### src/rtl/mem_initiator_pkg.sv
// Shared encodings for the memory initiator: transfer sizes, read/write
// polarity of the memory_unit handshake, and the initiator FSM states.
package mem_initiator_pkg;

  localparam logic [1:0] SZ_BYTE  = 2'b00;
  localparam logic [1:0] SZ_WORD  = 2'b01;
  localparam logic [1:0] SZ_HALF  = 2'b10;
  localparam logic [1:0] SZ_DWORD = 2'b11;

  localparam logic RW_READ  = 1'b1;
  localparam logic RW_WRITE = 1'b0;

  typedef enum logic [2:0] {
    IDLE,
    SETUP,
    STROBE,
    RELEASE,
    DONE,
    ERR
  } state_t;

  // A doubleword is moved as two word beats, so memory never sees 2'b11.
  function automatic logic [1:0] size_to_sel(input logic [1:0] size);
    return (size == SZ_DWORD) ? SZ_WORD : size;
  endfunction

  function automatic logic [31:0] read_mask(input logic [1:0] size, input logic [31:0] data);
    case (size)
      SZ_BYTE: return {24'b0, data[7:0]};
      SZ_HALF: return {16'b0, data[15:0]};
      default: return data;
    endcase
  endfunction

endpackage

### src/rtl/mem_initiator_if.sv
// Memory-side bus between the initiator and memory_unit.
interface mem_initiator_if;

  logic        Enable;
  logic        ReadWrite;
  logic [31:0] Address;
  logic [31:0] DataIn;
  logic [1:0]  wordSelector;
  logic [31:0] DataOut;
  logic        MFC;

  modport master (
    output Enable, ReadWrite, Address, DataIn, wordSelector,
    input  DataOut, MFC
  );

  modport slave (
    input  Enable, ReadWrite, Address, DataIn, wordSelector,
    output DataOut, MFC
  );

endinterface

### src/rtl/mem_initiator_mfc_wait_timer.sv
// Counts cycles spent waiting for an MFC level; expired marks the last
// permitted waiting cycle so the FSM can abort on that edge.
module mfc_wait_timer #(
  parameter int TIMEOUT = 15
) (
  input  logic clk,
  input  logic rst_n,
  input  logic clear,
  input  logic enable,
  output logic expired
);

  localparam int CW = $clog2(TIMEOUT + 1);

  logic [CW-1:0] count;

  always_ff @(posedge clk or negedge rst_n) begin
    if (!rst_n) begin
      count <= '0;
    end else if (clear) begin
      count <= '0;
    end else if (enable && (count != CW'(TIMEOUT))) begin
      count <= count + 1'b1;
    end
  end

  assign expired = enable && (count == CW'(TIMEOUT - 1));

endmodule

### src/rtl/mem_initiator.sv
// CPU-to-memory_unit initiator: one request becomes one or two
// setup/strobe/release beats, with an MFC timeout abort.
module mem_initiator
  import mem_initiator_pkg::*;
#(
  parameter int TIMEOUT = 15,
  parameter int ADDR_W  = 32
) (
  input  logic              clk,
  input  logic              rst_n,
  input  logic              req,
  input  logic              wr,
  input  logic [1:0]        size,
  input  logic [ADDR_W-1:0] addr,
  input  logic [31:0]       wdata0,
  input  logic [31:0]       wdata1,
  output logic              busy,
  output logic              done,
  output logic              err,
  output logic [31:0]       rdata0,
  output logic [31:0]       rdata1,
  mem_initiator_if.master   mem
);

  state_t      state, state_nx;
  logic [1:0]  rst_sync;
  logic        rst_n_int;
  logic [1:0]  size_q;
  logic [31:0] wdata1_q;
  logic        beat;
  logic [31:0] addr_r;
  logic [31:0] data_r;
  logic        rw_r;
  logic [1:0]  sel_r;
  logic        enable_r;
  logic        timer_en;
  logic        timer_clear;
  logic        expired;
  logic        second_beat_due;

  // Assertion propagates asynchronously; release is delayed two clocks.
  always_ff @(posedge clk or negedge rst_n) begin
    if (!rst_n) begin
      rst_sync <= 2'b00;
    end else begin
      rst_sync <= {rst_sync[0], 1'b1};
    end
  end

  assign rst_n_int       = rst_sync[1];
  assign second_beat_due = (size_q == SZ_DWORD) && !beat;
  assign timer_clear     = (state_nx != state);

  always_ff @(posedge clk or negedge rst_n_int) begin
    if (!rst_n_int) begin
      state <= IDLE;
    end else begin
      state <= state_nx;
    end
  end

  always_comb begin
    state_nx = state;
    busy     = 1'b0;
    done     = 1'b0;
    err      = 1'b0;
    enable_r = 1'b0;
    timer_en = 1'b0;
    case (state)
      IDLE: begin
        if (req) state_nx = SETUP;
      end
      SETUP: begin
        busy     = 1'b1;
        state_nx = STROBE;
      end
      STROBE: begin
        busy     = 1'b1;
        enable_r = 1'b1;
        timer_en = 1'b1;
        if (mem.MFC)      state_nx = RELEASE;
        else if (expired) state_nx = ERR;
      end
      RELEASE: begin
        busy     = 1'b1;
        timer_en = 1'b1;
        if (!mem.MFC)     state_nx = second_beat_due ? SETUP : DONE;
        else if (expired) state_nx = ERR;
      end
      DONE: begin
        done     = 1'b1;
        state_nx = IDLE;
      end
      ERR: begin
        err      = 1'b1;
        state_nx = IDLE;
      end
      default: state_nx = IDLE;
    endcase
  end

  // Bus registers are loaded a full SETUP cycle ahead of Enable.
  always_ff @(posedge clk or negedge rst_n_int) begin
    if (!rst_n_int) begin
      size_q   <= SZ_WORD;
      wdata1_q <= '0;
      beat     <= 1'b0;
      addr_r   <= '0;
      data_r   <= '0;
      rw_r     <= RW_READ;
      sel_r    <= SZ_WORD;
      rdata0   <= '0;
      rdata1   <= '0;
    end else begin
      case (state)
        IDLE: begin
          if (req) begin
            size_q   <= size;
            wdata1_q <= wdata1;
            beat     <= 1'b0;
            addr_r   <= 32'(addr);
            data_r   <= wdata0;
            rw_r     <= wr ? RW_WRITE : RW_READ;
            sel_r    <= size_to_sel(size);
          end
        end
        STROBE: begin
          if (mem.MFC && (rw_r == RW_READ)) begin
            if (beat) rdata1 <= read_mask(size_q, mem.DataOut);
            else      rdata0 <= read_mask(size_q, mem.DataOut);
          end
        end
        RELEASE: begin
          if (!mem.MFC && second_beat_due) begin
            beat   <= 1'b1;
            addr_r <= addr_r + 32'd4;
            data_r <= wdata1_q;
          end
        end
        default: ;
      endcase
    end
  end

  mfc_wait_timer #(.TIMEOUT(TIMEOUT)) u_timer (
    .clk     (clk),
    .rst_n   (rst_n_int),
    .clear   (timer_clear),
    .enable  (timer_en),
    .expired (expired)
  );

  assign mem.Enable       = enable_r;
  assign mem.ReadWrite    = rw_r;
  assign mem.Address      = addr_r;
  assign mem.DataIn       = data_r;
  assign mem.wordSelector = sel_r;

endmodule

### src/flat_wrapper.sv
// flat-port wrapper written by rule: the top's interface ports become plain ports
module mem_initiator_flat import mem_initiator_pkg::*;
#(
  parameter int TIMEOUT = 15,
  parameter int ADDR_W  = 32
)
  (clk, rst_n, req, wr, size, addr, wdata0, wdata1, busy, done, err, rdata0, rdata1, mem_Enable, mem_ReadWrite, mem_Address, mem_DataIn, mem_wordSelector, mem_DataOut, mem_MFC);
  mem_initiator_if mem_i ();
  input  logic clk;
  input  logic rst_n;
  input  logic req;
  input  logic wr;
  input  logic [1:0] size;
  input  logic [ADDR_W-1:0] addr;
  input  logic [31:0] wdata0;
  input  logic [31:0] wdata1;
  output logic busy;
  output logic done;
  output logic err;
  output logic [31:0] rdata0;
  output logic [31:0] rdata1;
  output wire logic [$bits(mem_i.Enable)-1:0] mem_Enable;
  output wire logic [$bits(mem_i.ReadWrite)-1:0] mem_ReadWrite;
  output wire logic [$bits(mem_i.Address)-1:0] mem_Address;
  output wire logic [$bits(mem_i.DataIn)-1:0] mem_DataIn;
  output wire logic [$bits(mem_i.wordSelector)-1:0] mem_wordSelector;
  input wire logic [$bits(mem_i.DataOut)-1:0] mem_DataOut;
  input wire logic [$bits(mem_i.MFC)-1:0] mem_MFC;
  assign mem_Enable = mem_i.Enable;
  assign mem_ReadWrite = mem_i.ReadWrite;
  assign mem_Address = mem_i.Address;
  assign mem_DataIn = mem_i.DataIn;
  assign mem_wordSelector = mem_i.wordSelector;
  assign mem_i.DataOut = mem_DataOut;
  assign mem_i.MFC = mem_MFC;
  mem_initiator #(.TIMEOUT(TIMEOUT), .ADDR_W(ADDR_W)) u_core (.clk(clk), .rst_n(rst_n), .req(req), .wr(wr), .size(size), .addr(addr), .wdata0(wdata0), .wdata1(wdata1), .busy(busy), .done(done), .err(err), .rdata0(rdata0), .rdata1(rdata1), .mem(mem_i));
endmodule
### config.mk
export PLATFORM = sky130hd
export DESIGN_NAME = mem_initiator_flat
export DESIGN_NICKNAME = d
export VERILOG_FILES = /design/src/rtl/mem_initiator_pkg.sv /design/src/rtl/mem_initiator_if.sv /design/src/rtl/mem_initiator_mfc_wait_timer.sv /design/src/rtl/mem_initiator.sv /design/src/flat_wrapper.sv
export SDC_FILE = /design/constraint.sdc
export NUM_CORES = 1
export LEC_CHECK = 0
export CORE_MARGIN = 2
export CORE_UTILIZATION = 41
export CTS_BUF_LIST = sky130_fd_sc_hd__clkbuf_16
export CTS_CLUSTER_DIAMETER = 120
export DETAILED_ROUTE_END_ITERATION = 7
export GPL_TIMING_DRIVEN = 0
export HOLD_SLACK_MARGIN = 0.02
export MAX_ROUTING_LAYER = met4
export PLACE_DENSITY = 0.86
export SETUP_SLACK_MARGIN = 0.5
export SLEW_MARGIN = 5
export SYNTH_ARGS = -nofsm -noshare
export SYNTH_HDL_FRONTEND = slang
export SYNTH_SLANG_ARGS = --single-unit
export TNS_END_PERCENT = 1
### constraint.sdc
create_clock -name clk -period 5.6 [get_ports clk]
set_clock_uncertainty 0.1 [all_clocks]
set_input_delay 0.56 -clock clk [delete_from_list [all_inputs] [get_ports clk]]
set_output_delay 0.56 -clock clk [all_outputs]
set_load 0.02 [all_outputs]
==> results by group <==
Outcome
  – Status: completed

Floorplan
  – Die X: about 140 µm
  – Starting Density: 0.416
  – Core Box Area: 0.0186 mm²
  – Die ar.: 0.0200 mm²
  – Rows: 50
  – Chip Height: 141 µm
  – Ports: 270

Synth
  – Synthesized flop and latch total: about 180
  – Asr flop ratio synth: 1.00
  – Synth cell types: 71
  – Sequential area share after synthesis: 0.567
  – Syn Nets: 952
  – Post-synth top flop: dfrtp_1
  – Synthesized instance count: 814
  – Cell Area, Synth: 0.00774 mm²
  – Number of synthesized flops with an enable pin: 0
  – Avg Inst Size Synth: 9.50 µm²
  – Ys Warns: 0

Finish
  – Commonest non-fill, non-tap cell in the layout: clkdlybuf4s50_1
  – Layout area overhead: 47.3%
  – Fin nets: between 1000 and 1500
  – FILL cells: 1510
  – ANT cells: 0
  – Commonest cells after routing, fill and taps aside: clkdlybuf4s50_1, nand2_1, dfrtp_1
  – Share of layout cells above drive strength 1: 0.0930
  – Core Util, Final: 0.613

Timing
  – Final setup fails: 0
  – Post-route setup TNS: 0 ns
  – Worst slew pin tran: 0.739 ns
  – Final hold violations: 0
  – Final Slew Violations: 0
  – Unrepaired setup endpoints after global routing: no
  – Setup ws final: a little under 3 ns
  – Max frequency: 0.373 GHz
  – Rel. slew slack: 0.507
  – Shortest period the worst path allows: about 2.7 ns
  – Tcrit/Tclk final: 0.479

Setup path
  – CP endpoint: mem_Enable
  – Cell count of the worst reg-to-reg path: 6
  – Critical path capture point type: primary output
  – CP cell instances: buf_2 > nand2b_1 > nor2_1 > clkdlybuf4s50_1
  – CP max stage delay: 0.65 ns
  – Crit path required time: 4.94 ns
  – Worst-path fanout max: 10
  – End of the worst register-to-register path: u_core.mem.Address[28]
  – Worst setup startpoint: u_core.state[2]
  – Critical path startpoint category: register
  – Critical path start-end classification: reg2out
  – Reg2reg start: u_core.mem.Address[3]
  – Arrival @ worst endpoint: around 2 ns
  – Worst R2R Setup Slack: 3.21 ns
  – Slowest-stage cell, CP: clkdlybuf4s50_1

Route
  – Wire per inst: 18.6 µm
  – WL final: 25100 µm
  – Via density per instance: approximately 5.4
  – Via count: 7355
  – DR DRC count: 0
  – DRT iter0 DRCs: 480
  – First-pass DRT Iterations: 5
  – Post-route ant nets: 0

CTS
  – Number of H-tree levels: 4
  – CTS buffer count: 17
  – Clk buf depth: 2
  – Clock transition at path regs: 0.08 ns
  – Postcts setup bufs: 0
  – CTS Sinks: 175
  – CTS Root Cell: clkbuf_16
  – TritonCTS clock tree: built
  – Hold-fix buffers at CTS: 0
  – Post-CTS sizing: 0
  – Clk_lat worst skew: 0.43 ns

Min path
  – Hold crit path type: reg2async

GRT
  – Global Route Usage Sum: 0.256
  – Grt total ovfl: 0
  – Largest net degree at the start of global routing: 66
  – Initial antenna violation count: 0
  – First-pass GRT wire length: 38600 µm
  – Number of global-route vias before repair: 7148

Placement
  – Final RePlAce weighted congestion: 0.910
  – Pre-CTS WS: 2.88 ns
  – Post-DP HPWL: 18700 µm
  – I/O Buffers: 269

Power
  – Leak: 4.94 nW
  – PwrDens: approximately 570 mW/mm²
  – Maximum vdd ir drop: 0.000276 V

Flow run
  – Max Cap Viol: 0
==> how the worst min path moves through the flow <==
| stage | startpoint | endpoint | slack, ns | cells past startpoint |
|---|---|---|---|---|
| after floorplan | rst_n | u_core.rst_sync[0] | 0.16 | 0 |
| after global placement | u_core.rst_sync[0] | u_core.rst_sync[1] | 0.24 | 0 |
| after detailed placement | u_core.rst_sync[1] | u_core.mem.Address[20] | 0.08 | 0 |
| after CTS | u_core.rst_sync[1] | u_core.mem.Address[20] | 0.09 | 0 |
| after global routing | u_core.rst_sync[1] | u_core.mem.Address[20] | 0.1 | 0 |
| final | u_core.rst_sync[1] | u_core.mem.Address[20] | 0.08 | 0 |
==> through the flow <==
step	instance area [µm²]	hold WS [ns]	power, mW	cells
global route	11400	0.0967	6.92	1352
detailed placement	10800	0.0803	5.36	1320
floorplan	7740	0.164	3.86	814
global placement	10700	0.240	5.25	1317
CTS	11400	0.0869	6.57	1352
finish	11400	0.0833	6.53	1352
==> synthesized netlist by cell type, drive strengths merged, types with 2 or more instances <==
cell,count,area [µm²]
a311oi,2,17.5
or3,3,23.8
nand2b,4,25.0
clkbuf,26,131
nand4b,2,17.5
dfstp,3,78.8
nor3,11,60.1
a2bb2oi,2,17.5
nand2,236,893
nor2b,2,12.5
o21a,2,15.0
and3,10,63.8
o221a,2,22.5
and4,3,26.3
o22ai,24,150
nor4,4,55.1
buf,25,130
nor2,76,295
mux2,16,180
nand3b,3,22.5
a31o,2,17.5
a31oi,21,131
o21ai,71,355
nand4,10,68.8
a221o,2,20.0
and2,4,25.0
o22a,2,17.5
inv,7,26.3
ha,3,37.5
nand3,12,77.6
a32oi,2,17.5
dfrtp,172,4300
a21oi,18,101
o311ai,6,52.6
a211oi,5,37.5
==> power by group <==
part           switching, mW  internal, mW  total [mW]  leakage, nW
clock network          0.566         0.637        1.20        0.287
registers              0.450          1.85        2.30         2.17
logic                   1.67          1.36        3.04         2.48
total                   2.69          3.85        6.53         4.94
==> metal layers <==
| metal | vias to the layer above | global-route usage | part of all wire |
|---|---|---|---|
| li1 | 3392 | - | - |
| met3 | 41 | 0.0557 | 0.086 |
| met1 | 3555 | 0.314 | 0.40 |
| met2 | 367 | 0.427 | 0.49 |
| met5 | - | - | 0 |
| met4 | 0 | 0.0753 | 0.019 |
==> cell families after synthesis <==
logic type | after synthesis | synth area share
buffers and inverters | 58 | 0.0372
AND/OR/NAND/NOR | 386 | 0.225
XOR/XNOR | 2 | 0.00226
other | 1 | 0.000485
adder cells (fa/ha/maj) | 3 | 0.00485
multiplexers | 17 | 0.0246
flip-flops | 175 | 0.567
AO/OA/AOI/OAI | 172 | 0.139
==> critical path, delay by kind of cell (launching register included) <==
| kind | cells | cell delay, ns |
|---|---|---|
| and+or+nand+nor | 2 | 0.33 |
| buffers and inverters | 2 | 0.84 |
| DFF | 1 | 0.42 |
==> final cells by class <==
type / instances / area (µm²) / area share
repair buffers: 272 / 2770 / 0.243
flip-flops and latches: 175 / 4390 / 0.385
inverters: 7 / 26.3 / 0.00231
plain buffers: 51 / 262 / 0.0229
well taps: 234 / 293 / 0.0257
multi-input cells: 581 / 3070 / 0.269
clock buffers: 17 / 425 / 0.0373
clock inverters: 15 / 171 / 0.0150
==> sequential cells by signal (all words and copies together) (netlist names), 3 cells and up <==
name	cells
u_core.state	3
u_core.mem.DataIn	32
u_core.rdata1	32
u_core.u_timer.count	4
u_core.rdata0	32
u_core.wdata1_q	32
u_core.mem.Address	32
Power figures use the tool's default switching activity.
